**src/rtl/regfile_dbg_port.sv**
```systemverilog
// regfile_dbg_port: debug-host initiator for the 16x16 register file.
// Serialises read/write/dump commands behind a hold_req/hold_ack ownership handshake.
module regfile_dbg_port #(
   parameter int NREGS  = 16,
   parameter int ADDR_W = 4,
   parameter int DATA_W = 16
) (
   input  logic              clk,
   input  logic              reset,
   input  logic              cmd_valid,
   output logic              cmd_ready,
   input  logic [1:0]        cmd_op,
   input  logic [ADDR_W-1:0] cmd_addr,
   input  logic [DATA_W-1:0] cmd_data,
   output logic              rsp_valid,
   input  logic              rsp_ready,
   output logic [ADDR_W-1:0] rsp_addr,
   output logic [DATA_W-1:0] rsp_data,
   output logic              rsp_last,
   output logic              rsp_err,
   output logic              hold_req,
   input  logic              hold_ack,
   output logic              rf_regwrite,
   output logic [ADDR_W-1:0] rf_ra1,
   output logic [ADDR_W-1:0] rf_ra2,
   output logic [DATA_W-1:0] rf_wd,
   input  logic [DATA_W-1:0] rf_rd1
);

   typedef enum logic [1:0] {
      ST_IDLE   = 2'd0,
      ST_REQ    = 2'd1,
      ST_ACCESS = 2'd2,
      ST_RESP   = 2'd3
   } state_t;

   localparam logic [1:0]        OP_READ   = 2'b00;
   localparam logic [1:0]        OP_WRITE  = 2'b01;
   localparam logic [1:0]        OP_DUMP   = 2'b10;
   localparam logic [1:0]        OP_RSVD   = 2'b11;
   localparam logic [ADDR_W-1:0] LAST_ADDR = ADDR_W'(NREGS - 1);

   state_t            state_r;
   logic [1:0]        op_r;
   logic [ADDR_W-1:0] addr_r;
   logic [DATA_W-1:0] data_r;
   logic              cmd_ready_r;
   logic              hold_req_r;
   logic              rsp_valid_r;
   logic              rsp_last_r;
   logic              rsp_err_r;
   logic [ADDR_W-1:0] rsp_addr_r;
   logic [DATA_W-1:0] rsp_data_r;
   logic              access_s;
   logic              is_last_s;

   // The register file is only touched while we own it and are in ACCESS.
   assign access_s  = (state_r == ST_ACCESS) && hold_ack;
   assign is_last_s = (op_r != OP_DUMP) || (addr_r == LAST_ADDR);

   // Command sequencer: state, latched command and registered handshake/response outputs.
   always_ff @(posedge clk) begin
      if (reset) begin
         state_r     <= ST_IDLE;
         op_r        <= OP_READ;
         addr_r      <= '0;
         data_r      <= '0;
         cmd_ready_r <= 1'b0;
         hold_req_r  <= 1'b0;
         rsp_valid_r <= 1'b0;
         rsp_last_r  <= 1'b0;
         rsp_err_r   <= 1'b0;
         rsp_addr_r  <= '0;
         rsp_data_r  <= '0;
      end else begin
         case (state_r)
            ST_IDLE: begin
               cmd_ready_r <= 1'b1;
               if (cmd_valid && cmd_ready_r) begin
                  cmd_ready_r <= 1'b0;
                  op_r        <= cmd_op;
                  data_r      <= cmd_data;
                  addr_r      <= (cmd_op == OP_DUMP) ? '0 : cmd_addr;
                  if (cmd_op == OP_RSVD) begin
                     // Rejected without ever asking the core for the register file.
                     state_r     <= ST_RESP;
                     rsp_valid_r <= 1'b1;
                     rsp_err_r   <= 1'b1;
                     rsp_last_r  <= 1'b1;
                     rsp_addr_r  <= cmd_addr;
                     rsp_data_r  <= '0;
                  end else begin
                     state_r    <= ST_REQ;
                     hold_req_r <= 1'b1;
                  end
               end
            end
            ST_REQ: begin
               if (hold_ack) begin
                  state_r <= ST_ACCESS;
               end
            end
            ST_ACCESS: begin
               if (hold_ack) begin
                  state_r     <= ST_RESP;
                  rsp_valid_r <= 1'b1;
                  rsp_err_r   <= 1'b0;
                  rsp_last_r  <= is_last_s;
                  rsp_addr_r  <= addr_r;
                  rsp_data_r  <= (op_r == OP_WRITE) ? data_r :
                                 ((addr_r == '0) ? '0 : rf_rd1);
               end
            end
            ST_RESP: begin
               if (rsp_ready) begin
                  rsp_valid_r <= 1'b0;
                  if (rsp_last_r) begin
                     state_r     <= ST_IDLE;
                     hold_req_r  <= 1'b0;
                     cmd_ready_r <= 1'b1;
                  end else begin
                     // Next dump register: ownership is kept, so skip REQ.
                     addr_r  <= addr_r + ADDR_W'(1);
                     state_r <= ST_ACCESS;
                  end
               end
            end
            default: begin
               state_r <= ST_IDLE;
            end
         endcase
      end
   end

   // Register-file port drive; everything parks at zero unless we are accessing.
   always_comb begin
      rf_regwrite = 1'b0;
      rf_ra1      = '0;
      rf_ra2      = '0;
      rf_wd       = '0;
      if (access_s) begin
         if (op_r == OP_WRITE) begin
            rf_regwrite = 1'b1;
            rf_ra2      = addr_r;
            rf_wd       = data_r;
         end else begin
            rf_ra1 = addr_r;
         end
      end else begin
         rf_regwrite = 1'b0;
      end
   end

   assign cmd_ready = cmd_ready_r;
   assign hold_req  = hold_req_r;
   assign rsp_valid = rsp_valid_r;
   assign rsp_last  = rsp_last_r;
   assign rsp_err   = rsp_err_r;
   assign rsp_addr  = rsp_addr_r;
   assign rsp_data  = rsp_data_r;

endmodule

```
**config.mk**
```make
export PLATFORM = sky130hd
export DESIGN_NAME = regfile_dbg_port
export DESIGN_NICKNAME = d
export VERILOG_FILES = /design/src/rtl/regfile_dbg_port.sv
export SDC_FILE = /design/constraint.sdc
export NUM_CORES = 1
export LEC_CHECK = 0
export ABC_AREA = 1
export ABC_CLOCK_PERIOD_IN_PS = 1700
export BUFFER_PORTS_ARGS = -buffer_cell sky130_fd_sc_hd__buf_2
export CORE_ASPECT_RATIO = 1.25
export CORE_UTILIZATION = 48
export DETAILED_ROUTE_END_ITERATION = 12
export PLACE_DENSITY = 0.83
export SETUP_SLACK_MARGIN = 0.15
export SYNTH_ARGS = -nofsm -noshare
export SYNTH_HDL_FRONTEND = slang
export SYNTH_SLANG_ARGS = --single-unit
```
**constraint.sdc**
```tcl
create_clock -name clk -period 1.7 [get_ports clk]
set_input_delay 0.255 -clock clk [delete_from_list [all_inputs] [get_ports clk]]
set_output_delay 0.255 -clock clk [all_outputs]
set_load 0.01 [all_outputs]
```
Yosys cells after proc, flatten, opt, wreduce, memory -nomap -nowiden
Cells that the tools add are included.
W data, S select, Z words.

word-level totals
  register bits = 49
  bits of input ports = 43
  output and inout bits = 50
  logic and storage cells = 91

operators by class
  add/sub/neg operators = 1
  equal/unequal tests = 16
  muxes and demuxes = 48
  reductions and logical operators = 15

operators with widths
  operator               count
  $mux W16               7
  $mux W4                11
  $pmux W16 S2           1
  $ne A2 B2 Y1 const B   9
  $pmux W4 S2            2
  $mux W1                15
  $mux W2                6
  $reduce_and A4 Y1      3
  $reduce_and A5 Y1      2
  $eq A2 B2 Y1 const B   4
  $pmux W1 S2            4
  $pmux W2 S4            1
  $add A4 B1 Y4 const B  1
  $eq A2 B1 Y1 const B   2
  $eq A4 B4 Y1 const B   1
  $logic_not A4 Y1       1
  $reduce_bool A2 Y1     2
  $pmux W1 S3            1
  $reduce_and A3 Y1      1
  $reduce_bool A3 Y1     1
  $logic_and A1 B1 Y1    2
  $logic_not A2 Y1       1
  $reduce_and A2 Y1      1
  $logic_or A1 B1 Y1     1

Depth between registers and ports, before layout
Gate-level depths: netlist of the first run.

  word-level depth = 5
  depth in mapped cells = 9
  gate-level depth less buffers = 9

Worst setup path after synthesis of the first run
No wires, ideal clock.

  path type = reg2out
  start = reg state_r[0]
  end = out rf_ra2[0]
  arrival time = 1312 ps
  required time = 1445 ps
  setup slack = 133 ps
  cell stages (with the launch flop) = 9
  path buffers = 1
  path through = dfxtp_1 > buf_6 > clkinv_1 > nand2_2 > nor2_4 > inv_2 > nor2_1 > inv_1 > nor2_1

between the ends
  cells in the longest elaborated chain, start to end = 3

RTL lines
  item                      line  text
  start: declaration        43    state_t state_r;
  start signal: assignment  64    state_r <= ST_IDLE;
  start signal: assignment  86    state_r <= ST_RESP;
  start signal: assignment  93    state_r <= ST_REQ;
  $eq A2 B2 Y1              58    assign access_s = (state_r == ST_ACCESS) && hold_ack;
  $logic_and A1 B1 Y1       58
  $mux W4                   141   if (access_s) begin
  end: declaration          25    output logic [ADDR_W-1:0] rf_ra2,

Every way passes these cells.

Worst setup path after layout of the first run
  start = reg state_r[0]
  end = out rf_ra1[3]

between the ends
  cells in the longest elaborated chain, start to end = 3

RTL lines
  item                 line  text
  $eq A2 B2 Y1         58
  $logic_and A1 B1 Y1  58
  $mux W4              141
  end: declaration     24    output logic [ADDR_W-1:0] rf_ra1,

Every way passes these cells.

==> out/summary.txt, run 1 <==
CLOCK NETWORK
------------------------------------------------------------------------------------
CTS tree                                                                         yes
Insertion delay to the later sink of the worst-skew pair                     0.30 ns
CTS H-tree lvls                                                                    2
Maximum count of clock buffers along a single path                                 2
Root buffer cell                                                        sky130_fd_sc_hd__clkbuf_8
Num CTS Buffers                                                                    5
CTS clk-pin slew, worst paths                                                0.09 ns
CTS sink cnt                                                                      49
Hold buffer count at cts                                                           0

GLOBAL ROUTING
------------------------------------------------------------------------------------
Number of antenna violations at the first check in global routing                  0
Total routing usage reported by global routing                                 27.6%
Global-route wire length before repair                                      11300 um
Number of global-route vias before repair                                       2610
Total congestion overflow                                                          0
Pin count of the biggest net entering global routing                              21

SYNTH
------------------------------------------------------------------------------------
Summed instance area of the synthesized netlist                             2380 um2
Top cells by area in the synthesized netlist                            sky130_fd_sc_hd__dfxtp_1 41%, sky130_fd_sc_hd__nand2_1 17%, sky130_fd_sc_hd__nor2_1 13%
Synthesized netlist net count                                                    415
FF+latch count, synth                                                             49
Most frequent cell after synthesis                                      sky130_fd_sc_hd__nand2_1
Share of flip-flops with an asynchronous set or reset after synthesis             0%
Number of library cell types mapped by synthesis                                  22
Cell accounting for the most synthesized area                           sky130_fd_sc_hd__dfxtp_1
Post-synthesis cell count                                                        370
EDFF count, synth                                                                  0
Post-synthesis sequential area ratio                                           41.2%
Top_reg_cell synth                                                      sky130_fd_sc_hd__dfxtp_1
Syn. warnings                                                                      0
Avg Synthesized Cell Area                                                   6.43 um2
Portion of synthesized cell area occupied by the leading cell type             41.2%
Most numerous cell types in the synthesized netlist                     108 x sky130_fd_sc_hd__nand2_1, 80 x sky130_fd_sc_hd__nor2_1, 49 x sky130_fd_sc_hd__dfxtp_1, 31 x sky130_fd_sc_hd__nand3_1, 24 x sky130_fd_sc_hd__o21ai_0

FLOORPLANNING
------------------------------------------------------------------------------------
Top-level I/O count                                                               93
DIE AREA                                                                    5250 um2
Horizontal die dimension                                                     65.0 um
Starting density of the core                                                   49.9%
Core outline area                                                           4760 um2
Site row count                                                                    28
Floorplan die height                                                         80.7 um

DETAILED ROUTING
------------------------------------------------------------------------------------
Vias/cell                                                                       5.29
Number of optimization iterations in the first detailed-route pass                 4
Average wire per cell in the routed design                                   13.9 um
DRC Markers                                                                        0
Total wirelength of the detailed-routed design                               7430 um
Number of vias after detailed routing                                           2835
Number of nets with antenna violations after routing                               0
Iteration-0 DRC Markers                                                          232

WORST SETUP PATH
------------------------------------------------------------------------------------
Type of origin of the critical path                                        flip-flop
FF-to-FF Start                                                            state_r[0]
Largest fanout on the critical path                                                6
Crit path launch                                                          state_r[0]
Kind of end point of the critical path                                    output pin
Capture point of the worst reg-to-reg path                               rsp_data[5]
Crit path DAT                                                                1.35 ns
Cell count of the worst reg-to-reg path                                           10
Worst-case register-to-register setup slack                                  0.15 ns
Data required time at the worst endpoint                                     1.44 ns
Worst Setup Path Type                                                   flip-flop to output pin

PLACED DESIGN
------------------------------------------------------------------------------------
Quantity of I/O buffers inserted on ports                                         92
Count of placed standard cells including taps                                    517
Placed wire-length estimate after detailed placement                         4930 um
Placer Congestion                                                              0.918

STA
------------------------------------------------------------------------------------
Final min period                                                             1.60 ns
Period Utilization, post-route                                                 94.3%
Setup repair after global routing missed its margin                             true
Number of hold-slack violations in the final timing report                         0
Worst slew pin tran                                                         0.325 ns
Clock Skew                                                                0.00509 ns
Number of max-slew violations in the final report                                  0
Slew margin rel.                                                               78.3%
Worst Hold Slack                                                            0.141 ns
Finish-stage setup viols                                                           0
TNS Setup                                                                       0 ns
Max Freq                                                                     624 MHz

FINAL LAYOUT
------------------------------------------------------------------------------------
Final cell count without fillers                                                 536
Net count of the finished layout                                                 520
Final antenna diode count                                                          0
Share of final-layout standard cells stronger than drive strength 1            37.6%
Filler Cells Inserted                                                            402
Area Growth Syn to Fin                                                         42.9%

POWER AND IR DROP
------------------------------------------------------------------------------------
Largest vdd supply drop                                                     0.886 mV
Power density over cell area                                             1380 nW/um2
Leakage power total                                                          1.68 nW
Final Total Pwr                                                              4.69 mW

MIN PATH
------------------------------------------------------------------------------------
Worst Hold Depth                                                                   2
Hold/Removal Path Class                                                 input port to flip-flop
Endpoint of the worst hold-timing path                                    state_r[1]
Startpoint of the most critical hold path                                      reset

STATUS
------------------------------------------------------------------------------------
Run status                                                              finished clean

RUN
------------------------------------------------------------------------------------
Count of maximum capacitance violations                                            0

## critical path, stage by stage, from the launching register on
cell                      delay (ns)
sky130_fd_sc_hd__dfxtp_2        0.35
sky130_fd_sc_hd__buf_4          0.16
sky130_fd_sc_hd__nor2_4         0.18
sky130_fd_sc_hd__nand2_2        0.08
sky130_fd_sc_hd__nor3_2         0.12
sky130_fd_sc_hd__buf_2          0.16
## final cells by class
cell class                 instances  area (um2)  area share (%)
inverter                          21        85.1            2.50
tap                               60        75.1            2.21
timing repair buffer             115         767            22.6
clock buffer                       7        76.3            2.24
multi-input combinational        283        1400            41.2
sequential                        49         990            29.1
clock inverter                     1        7.51           0.221
## layer usage
| metal | part of all wire [%] | track usage [%] |
|---|---|---|
| met3 | 6.6 | 5.40 |
| met4 | 3.0 | 12.9 |
| met5 | 0 | 0 |
| met1 | 39 | 31.8 |
| met2 | 52 | 48.5 |
## worst max-delay path by stage
stage	endpoint	slack (ns)	cells after the start
after floorplan	rf_ra2[0]	0.21	8
after global placement	rsp_data[0]	0.24	8
after detailed placement	rf_ra2[2]	0.20	7
after CTS	rf_ra2[2]	0.08	8
after global routing	rf_ra1[1]	-0.005	5
final	rf_ra1[3]	0.1	5
## what timing repair did
action / CTS / global route
resized for setup: 35 / 49
endpoints found under the setup margin: 25 / 61
buffers inserted: 6 / 3
pin swaps: 2 / 3
gates cloned: 1 / 1
## stage by stage
step / setup slack, ns / instance area (um2) / utilization, %
4_1_cts: 0.0817 / 3180 / 66.7
2_1_floorplan: 0.209 / 2380 / -
3_5_place_dp: 0.205 / 2910 / 61.1
3_3_place_gp: 0.240 / 2910 / 61.1
5_1_grt: -0.00472 / 3400 / 71.4
6_report: 0.0973 / 3400 / 71.4
## flip-flops by register name, indices dropped and copies added, names as in the netlist
signal	flops
data_r	16
rsp_data	16
addr_r	4
rsp_addr	4
op_r	2
state_r	2
cmd_ready	1
hold_req	1
rsp_err	1
rsp_last	1
rsp_valid	1
## cells in the final DEF (no fill, tap or decap), types with 2 or more instances in the layout
cell type,count
sky130_fd_sc_hd__nand2_1,90
sky130_fd_sc_hd__nor2_2,4
sky130_fd_sc_hd__dfxtp_1,44
sky130_fd_sc_hd__dfxtp_2,4
sky130_fd_sc_hd__a211oi_1,2
sky130_fd_sc_hd__nor2_4,14
sky130_fd_sc_hd__nand2_4,2
sky130_fd_sc_hd__nand2_2,18
sky130_fd_sc_hd__nor2_1,65
sky130_fd_sc_hd__clkbuf_8,5
sky130_fd_sc_hd__nand3_1,31
sky130_fd_sc_hd__inv_2,5
sky130_fd_sc_hd__inv_1,13
sky130_fd_sc_hd__ha_1,2
sky130_fd_sc_hd__buf_2,81
sky130_fd_sc_hd__o21ai_0,24
sky130_fd_sc_hd__buf_12,2
sky130_fd_sc_hd__clkbuf_1,2
sky130_fd_sc_hd__buf_6,15
sky130_fd_sc_hd__nand4_1,2
sky130_fd_sc_hd__a21oi_1,21
sky130_fd_sc_hd__nor3_2,3
sky130_fd_sc_hd__inv_4,2
sky130_fd_sc_hd__a21oi_2,2
sky130_fd_sc_hd__buf_4,15
## where the power goes
| group | total, mW | leakage, nW | internal (mW) | switching [mW] |
|---|---|---|---|---|
| Sequential | 1.70 | 0.402 | 1.45 | 0.247 |
| Combinational | 2.30 | 1.24 | 0.872 | 1.43 |
| Clock | 0.681 | 0.0385 | 0.292 | 0.389 |
| Total | 4.69 | 1.68 | 2.62 | 2.07 |
## cells by family after synthesis
logic type,synth area share (%)
AOI/OAI and AO/OA,10.9
adders and majority gates,1.05
buffers and inverters,7.31
DFF,41.2
and+or+nand+nor,39.5
Note: power is estimated with default switching activity, not from simulation.
==> run 2: changes to the inputs <==
==> constraint.sdc (replaced) <==
create_clock -name clk -period 1.7 [get_ports clk]
set_input_delay 0.085 -clock clk [delete_from_list [all_inputs] [get_ports clk]]
set_output_delay 0.085 -clock clk [all_outputs]
set_load 0.01 [all_outputs]
==> run 2 against run 1 <==
Via count down 4.7%. Critical path depth up 2. Power down 2.1%. First-iteration DRC count down 26%. Routed wire length down 12%. Clock skew up 0.0072 ns. Global-route usage down 2.3 points. Flip-flop and latch count unchanged. Sequential share of layout area up 2.8 points. Setup slack better by 0.081 ns. Critical path type unchanged.
==> out/summary.txt, run 2 (synthesis gave the netlist of run 1 again) <==
STATUS
----------------------------------------------------------------------------------
Run status                                                            finished clean   unchanged

GLOBAL ROUTING
----------------------------------------------------------------------------------
Number of antenna violations at the first check in global routing                0   unchanged
Total congestion overflow                                                        0   unchanged
Pin count of the biggest net entering global routing                            22   was 21
Number of global-route vias before repair                                     2352   was 2610
Global-route wire length before repair                                    10200 um   was 11300 um
Total routing usage reported by global routing                               25.3%   was 27.6%

WORST SETUP PATH
----------------------------------------------------------------------------------
Buffer and inverter count on the worst path                                      4   was 2
Cell family with most CP delay                                        buffers and inverters   was simple AND/OR/NAND/NOR gates
Crit path DAT                                                              1.44 ns   was 1.35 ns
Crit-path slowest cell                                                sky130_fd_sc_hd__dfxtp_4   was sky130_fd_sc_hd__dfxtp_2
Type of origin of the critical path                                      flip-flop   unchanged
Max stage delay on crit path                                               0.39 ns   was 0.35 ns
Largest fanout on the critical path                                             11   was 6
Kind of end point of the critical path                                  output pin   unchanged
Worst Setup Path Type                                                 flip-flop to output pin   unchanged
Cells traversed along the worst timing path                           inv_2, nand2_4, nor2_4, inv_6, buf_4, nor2_1, buf_2   was buf_4, nor2_4, nand2_2, nor3_2, buf_2
Data required time at the worst endpoint                                   1.62 ns   was 1.44 ns

POWER AND IR DROP
----------------------------------------------------------------------------------
Largest vdd supply drop                                                    1.63 mV   was 0.886 mV
Final Total Pwr                                                            4.59 mW   was 4.69 mW
Power density over cell area                                           1480 nW/um2   was 1380 nW/um2
Leakage power total                                                        1.61 nW   was 1.68 nW

FINAL LAYOUT
----------------------------------------------------------------------------------
Filler Cells Inserted                                                          442   was 402
Net count of the finished layout                                               512   was 520
Share of final-layout standard cells stronger than drive strength 1          28.4%   was 37.6%
Final non-filler cell area                                                3100 um2   was 3400 um2
Area Growth Syn to Fin                                                       30.3%   was 42.9%
Final antenna diode count                                                        0   unchanged
Final cell count without fillers                                               528   was 536
Most common library cell in the layout ignoring fill and taps         sky130_fd_sc_hd__nand2_1   unchanged
Commonest cells after routing, fill and taps aside                    107 x sky130_fd_sc_hd__nand2_1, 92 x sky130_fd_sc_hd__buf_2, 78 x sky130_fd_sc_hd__nor2_1   was 90 x sky130_fd_sc_hd__nand2_1, 81 x sky130_fd_sc_hd__buf_2, 65 x sky130_fd_sc_hd__nor2_1

STA
----------------------------------------------------------------------------------
Final min period                                                           1.52 ns   was 1.60 ns
Setup repair after global routing missed its margin                           true   unchanged
Final WS setup                                                            0.178 ns   was 0.0973 ns
Slew margin rel.                                                             77.9%   was 78.3%
Number of hold-slack violations in the final timing report                       0   unchanged
Worst slew pin tran                                                       0.331 ns   was 0.325 ns
Period Utilization, post-route                                               89.5%   was 94.3%
Number of max-slew violations in the final report                                0   unchanged
Finish-stage setup viols                                                         0   unchanged
TNS Setup                                                                     0 ns   unchanged
Clock Skew                                                               0.0123 ns   was 0.00509 ns
Max Freq                                                                   657 MHz   was 624 MHz

FLOORPLANNING
----------------------------------------------------------------------------------
Starting density of the core                                                 49.9%   unchanged
Site row count                                                                  28   unchanged
Top-level I/O count                                                             93   unchanged
Horizontal die dimension                                                   65.0 um   unchanged
Floorplan die height                                                       80.7 um   unchanged
Core outline area                                                         4760 um2   unchanged
DIE AREA                                                                  5250 um2   unchanged

DETAILED ROUTING
----------------------------------------------------------------------------------
Total wirelength of the detailed-routed design                             6510 um   was 7430 um
DRC Markers                                                                      0   unchanged
Vias/cell                                                                     5.12   was 5.29
Number of optimization iterations in the first detailed-route pass               4   unchanged
Number of vias after detailed routing                                         2702   was 2835
Number of nets with antenna violations after routing                             0   unchanged
Average wire per cell in the routed design                                 12.3 um   was 13.9 um
Iteration-0 DRC Markers                                                        171   was 232

PLACED DESIGN
----------------------------------------------------------------------------------
Dpl ws                                                                    0.101 ns   was 0.205 ns
Cell area after placement                                                 2920 um2   was 2910 um2
Placed wire-length estimate after detailed placement                       4830 um   was 4930 um
Count of placed standard cells including taps                                  516   was 517
Placer Congestion                                                            0.879   was 0.918
Quantity of I/O buffers inserted on ports                                       92   unchanged

CLOCK NETWORK
----------------------------------------------------------------------------------
Insertion delay to the later sink of the worst-skew pair                   0.31 ns   was 0.30 ns
Num CTS Buffers                                                                  5   unchanged
CTS H-tree lvls                                                                  2   unchanged
CTS tree                                                                       yes   unchanged
CTS sink cnt                                                                    49   unchanged
Maximum count of clock buffers along a single path                               2   unchanged
Root buffer cell                                                      sky130_fd_sc_hd__clkbuf_8   unchanged
CTS clk-pin slew, worst paths                                              0.08 ns   was 0.09 ns

MIN PATH
----------------------------------------------------------------------------------
Hold/Removal Path Class                                               input port to flip-flop   unchanged

RUN
----------------------------------------------------------------------------------
Count of maximum capacitance violations                                          0   unchanged

## run 2: cell types whose count changed in the layout (fill, tap and decap cells not counted), moves of 11 or more
cell	delta
sky130_fd_sc_hd__buf_6	-14
sky130_fd_sc_hd__nand2_1	+17
sky130_fd_sc_hd__nor2_4	-11
sky130_fd_sc_hd__buf_2	+11
sky130_fd_sc_hd__nand2_2	-17
sky130_fd_sc_hd__nor2_1	+13
## run 2: final timing paths
kind | slack [ns] | from | cells past startpoint | to
worst min register to register | 0.46 | rsp_data[10] | 2 | rsp_data[10]
worst min-delay path | 0.002 | cmd_data[3] | 3 | data_r[3]
worst max-delay path | 0.18 | state_r[0] | 7 | rf_wd[5]
worst max register to register | 0.26 | state_r[0] | 7 | rsp_data[14]
## run 2: power breakdown
part | leakage (nW) | switching [mW] | internal [mW]
clock | 0.0554 | 0.387 | 0.442
combinational | 1.15 | 1.29 | 0.774
sequential | 0.401 | 0.242 | 1.45
## run 2: metal layers
metal  wire [um]  up-vias  track usage, %
met3         466       13            4.12
met2        3140      111            43.1
li1            -     1368               -
met4         120        0            10.2
met5           0        -               0
met1        2780     1210            31.5
## run 2: worst min-delay path: cells and delay by family
kind | cells | cell delay [ns]
AND/OR/NAND/NOR | 2 | 0.11
buffers and inverters | 1 | 0.07
## run 2: cell type report
cell class | count | area [um2] | area share, %
Timing Repair Buffer | 107 | 592 | 19.1
Inverter | 21 | 86.3 | 2.78
Tap cell | 60 | 75.1 | 2.42
Clock inverter | 2 | 38.8 | 1.25
Sequential cell | 49 | 990 | 31.9
Clock buffer | 6 | 72.6 | 2.34
Multi-Input combinational cell | 283 | 1250 | 40.2
## run 2: metrics by stage
| stage | hold slack, ns | util [%] |
|---|---|---|
| floorplan | 0.163 | - |
| global placement | 0.306 | 61.2 |
| detailed placement | 0.315 | 61.2 |
| CTS | 0.00126 | 64.3 |
| global route | 0.00192 | 65.1 |
| finish | 0.00241 | 65.1 |
## run 2: timing repair
| item | 4_1_cts | 5_1_grt |
|---|---|---|
| hold buffers | 1 | 0 |
| gates resized for setup | 8 | 10 |
| endpoints found under the setup margin | 31 | 28 |
| setup buffers | 1 | 2 |
| pin swaps | 1 | 1 |
| hold endpoints to repair | 1 | 0 |
==> run 3: changes to the inputs <==
--- a/config.mk
+++ b/config.mk
@@ -12,7 +12,7 @@
 export CORE_UTILIZATION = 48
 export DETAILED_ROUTE_END_ITERATION = 12
 export PLACE_DENSITY = 0.83
-export SETUP_SLACK_MARGIN = 0.15
+export SETUP_SLACK_MARGIN = 0.4
 export SYNTH_ARGS = -nofsm -noshare
 export SYNTH_HDL_FRONTEND = slang
 export SYNTH_SLANG_ARGS = --single-unit
==> run 3 against run 2 <==
The flow now finishes with violations (negative hold slack). Critical path type is now flip-flop to flip-flop. First-iteration DRC count up 21%. Clock skew increased by 0.0015 ns. Hold slack got worse by 0.013 ns. Sequential power is 5% higher. Largest power group unchanged. Register-to-register slack got worse by 0.09 ns. Fmax decreased by 0.76%. Critical path depth is 2 higher.
==> out/summary.txt, run 3 (synthesis gave the netlist of run 1 again) <==
STA
----------------------------------------------------------------------------------
Finish-stage setup viols                                                         0   unchanged
Final WS setup                                                            0.167 ns   was 0.178 ns
Period Utilization, post-route                                               90.2%   was 89.5%
TNS Setup                                                                     0 ns   unchanged
Slew margin rel.                                                             76.0%   was 77.9%
Number of hold-slack violations in the final timing report                       2   was 0
Max Freq                                                                   652 MHz   was 657 MHz
Worst slew pin tran                                                       0.359 ns   was 0.331 ns
Clock Skew                                                               0.0138 ns   was 0.0123 ns
Number of max-slew violations in the final report                                0   unchanged
Final min period                                                           1.53 ns   was 1.52 ns
Setup repair after global routing missed its margin                           true   unchanged
Worst Hold Slack                                                        -0.0105 ns   was 0.00241 ns

GLOBAL ROUTING
----------------------------------------------------------------------------------
Pin count of the biggest net entering global routing                            29   was 22
Global-route wire length before repair                                    11700 um   was 10200 um
Number of global-route vias before repair                                     2606   was 2352
Total routing usage reported by global routing                               29.4%   was 25.3%
Number of antenna violations at the first check in global routing                0   unchanged
Total congestion overflow                                                        0   unchanged

FINAL LAYOUT
----------------------------------------------------------------------------------
Filler Cells Inserted                                                          301   was 442
Final antenna diode count                                                        0   unchanged
Most common library cell in the layout ignoring fill and taps         sky130_fd_sc_hd__buf_2   was sky130_fd_sc_hd__nand2_1
Net count of the finished layout                                               534   was 512
Area Growth Syn to Fin                                                       60.3%   was 30.3%
Final non-filler cell area                                                3810 um2   was 3100 um2
Final core area utilization                                                  80.0%   was 65.1%
Commonest cells after routing, fill and taps aside                    90 x sky130_fd_sc_hd__buf_2, 80 x sky130_fd_sc_hd__nand2_1, 55 x sky130_fd_sc_hd__nor2_1   was 107 x sky130_fd_sc_hd__nand2_1, 92 x sky130_fd_sc_hd__buf_2, 78 x sky130_fd_sc_hd__nor2_1
Share of final-layout standard cells stronger than drive strength 1          48.2%   was 28.4%
Final cell count without fillers                                               550   was 528

WORST SETUP PATH
----------------------------------------------------------------------------------
FF-to-FF Start                                                          state_r[0]   unchanged
Type of origin of the critical path                                      flip-flop   unchanged
Worst-case register-to-register setup slack                                0.17 ns   was 0.26 ns
Cell count of the worst reg-to-reg path                                          9   was 7
Kind of end point of the critical path                                   flip-flop   was output pin
Crit path DAT                                                              1.78 ns   was 1.44 ns
Capture point of the worst reg-to-reg path                            rsp_data[15]   was rsp_data[14]
Data required time at the worst endpoint                                   1.95 ns   was 1.62 ns
Worst Setup Path Type                                                 flip-flop to flip-flop   was flip-flop to output pin
Largest fanout on the critical path                                              6   was 11

CLOCK NETWORK
----------------------------------------------------------------------------------
CTS H-tree lvls                                                                  2   unchanged
CTS clk-pin slew, worst paths                                              0.10 ns   was 0.08 ns
Maximum count of clock buffers along a single path                               2   unchanged
CTS sink cnt                                                                    49   unchanged
CTS tree                                                                       yes   unchanged
Root buffer cell                                                      sky130_fd_sc_hd__clkbuf_8   unchanged
Insertion delay to the later sink of the worst-skew pair                   0.32 ns   was 0.31 ns
Num CTS Buffers                                                                  5   unchanged

POWER AND IR DROP
----------------------------------------------------------------------------------
Power share of the combinational group                                       56.2%   was 45.0%
Sequential group share of total power                                        30.6%   was 37.0%
Internal Pwr Total                                                         3.13 mW   was 2.67 mW
Share of power burned in the clock network                                   13.3%   was 18.1%
Switching share of power                                                     46.2%   was 41.8%
Largest vdd supply drop                                                   0.956 mV   was 1.63 mV
Final Total Pwr                                                            5.82 mW   was 4.59 mW
Leakage power total                                                        1.85 nW   was 1.61 nW
Net load switching power                                                   2.69 mW   was 1.92 mW
Power density over cell area                                           1530 nW/um2   was 1480 nW/um2

FLOORPLANNING
----------------------------------------------------------------------------------
Site row count                                                                  28   unchanged
DIE AREA                                                                  5250 um2   unchanged
Core outline area                                                         4760 um2   unchanged
Starting density of the core                                                 49.9%   unchanged
Floorplan die height                                                       80.7 um   unchanged
Horizontal die dimension                                                   65.0 um   unchanged
Top-level I/O count                                                             93   unchanged

DETAILED ROUTING
----------------------------------------------------------------------------------
DRC Markers                                                                      0   unchanged
Vias/cell                                                                     5.67   was 5.12
Average wire per cell in the routed design                                 16.7 um   was 12.3 um
Number of vias after detailed routing                                         3116   was 2702
Iteration-0 DRC Markers                                                        207   was 171
Number of nets with antenna violations after routing                             0   unchanged
Number of optimization iterations in the first detailed-route pass               5   was 4
Total wirelength of the detailed-routed design                             9170 um   was 6510 um

STATUS
----------------------------------------------------------------------------------
Violated checks                                                       negative hold slack
Run status                                                            complete, but fails checks   was finished clean

PLACED DESIGN
----------------------------------------------------------------------------------
Quantity of I/O buffers inserted on ports                                       92   unchanged
Placer Congestion                                                            0.986   was 0.879
Cell area after placement                                                 2920 um2   unchanged
Count of placed standard cells including taps                                  515   was 516
Placed wire-length estimate after detailed placement                       4660 um   was 4830 um
Dpl ws                                                                    0.165 ns   was 0.101 ns

MIN PATH
----------------------------------------------------------------------------------
Hold/Removal Path Class                                               input port to flip-flop   unchanged
Worst Hold Depth                                                                 3   unchanged
Endpoint of the worst hold-timing path                                   data_r[4]   was data_r[3]
Startpoint of the most critical hold path                              cmd_data[4]   was cmd_data[3]

RUN
----------------------------------------------------------------------------------
Count of maximum capacitance violations                                          0   unchanged

[run 3: worst max path at each step]
stage               depth (start not counted)        from      endpoint  slack (ns)
floorplan                                   8  state_r[0]     rf_ra2[0]        0.38
global placement                            9  state_r[1]   rsp_addr[0]        0.23
detailed placement                          9  state_r[1]   rsp_addr[0]        0.17
CTS                                         7  state_r[0]      rf_wd[5]        0.24
global route                                9  state_r[1]  rsp_data[12]        0.10
finish                                      9  state_r[0]  rsp_data[15]        0.17
[run 3: repair_timing]
item | 4_1_cts | 5_1_grt
endpoints found under the hold margin | 2 | 0
setup buffers | 11 | 8
setup endpoints to repair | 71 | 73
gates resized for setup | 51 | 104
cloned | 2 | 4
hold buffers | 2 | 0
pin swaps | 5 | 26
[run 3: worst max-delay path, cell delays in order, from the launching register on]
cell and delay, ns:
sky130_fd_sc_hd__dfxtp_4 0.39, sky130_fd_sc_hd__buf_6 0.13, sky130_fd_sc_hd__nor2_4 0.19, sky130_fd_sc_hd__nand2_2 0.09, sky130_fd_sc_hd__nand2_2 0.11, sky130_fd_sc_hd__inv_4 0.06
sky130_fd_sc_hd__nand2_8 0.13, sky130_fd_sc_hd__clkbuf_16 0.17, sky130_fd_sc_hd__nand2_4 0.05, sky130_fd_sc_hd__a21oi_2 0.14
[run 3: power groups by stage]
stage	clock (mW)	combinational [mW]	sequential (mW)
CTS	0.765	2.46	1.70
global route	0.828	3.47	1.80
detailed placement	0	1.90	1.67
finish	0.774	3.27	1.78
global placement	0	1.85	1.66
floorplan	0	1.41	1.66
[run 3: layer usage]
metal  up-vias  wire [um]  share of wire [%]  track usage (%)
li1       1417          -                  -                -
met1      1442       3340                 36             33.3
met2       212       4670                 51             51.2
met3        45        663                7.2             6.82
met4         0        493                5.4             14.7
met5         -          0                  0                0
[run 3: cell type report]
| class | instances | area (um2) | share of cell area, % |
|---|---|---|---|
| clock buffer | 7 | 96.3 | 2.53 |
| clock inverter | 1 | 5.00 | 0.131 |
| inverter | 21 | 106 | 2.79 |
| multi-input combinational | 285 | 1660 | 43.6 |
| sequential | 49 | 996 | 26.1 |
| tap | 60 | 75.1 | 1.97 |
| timing repair buffer | 127 | 871 | 22.8 |
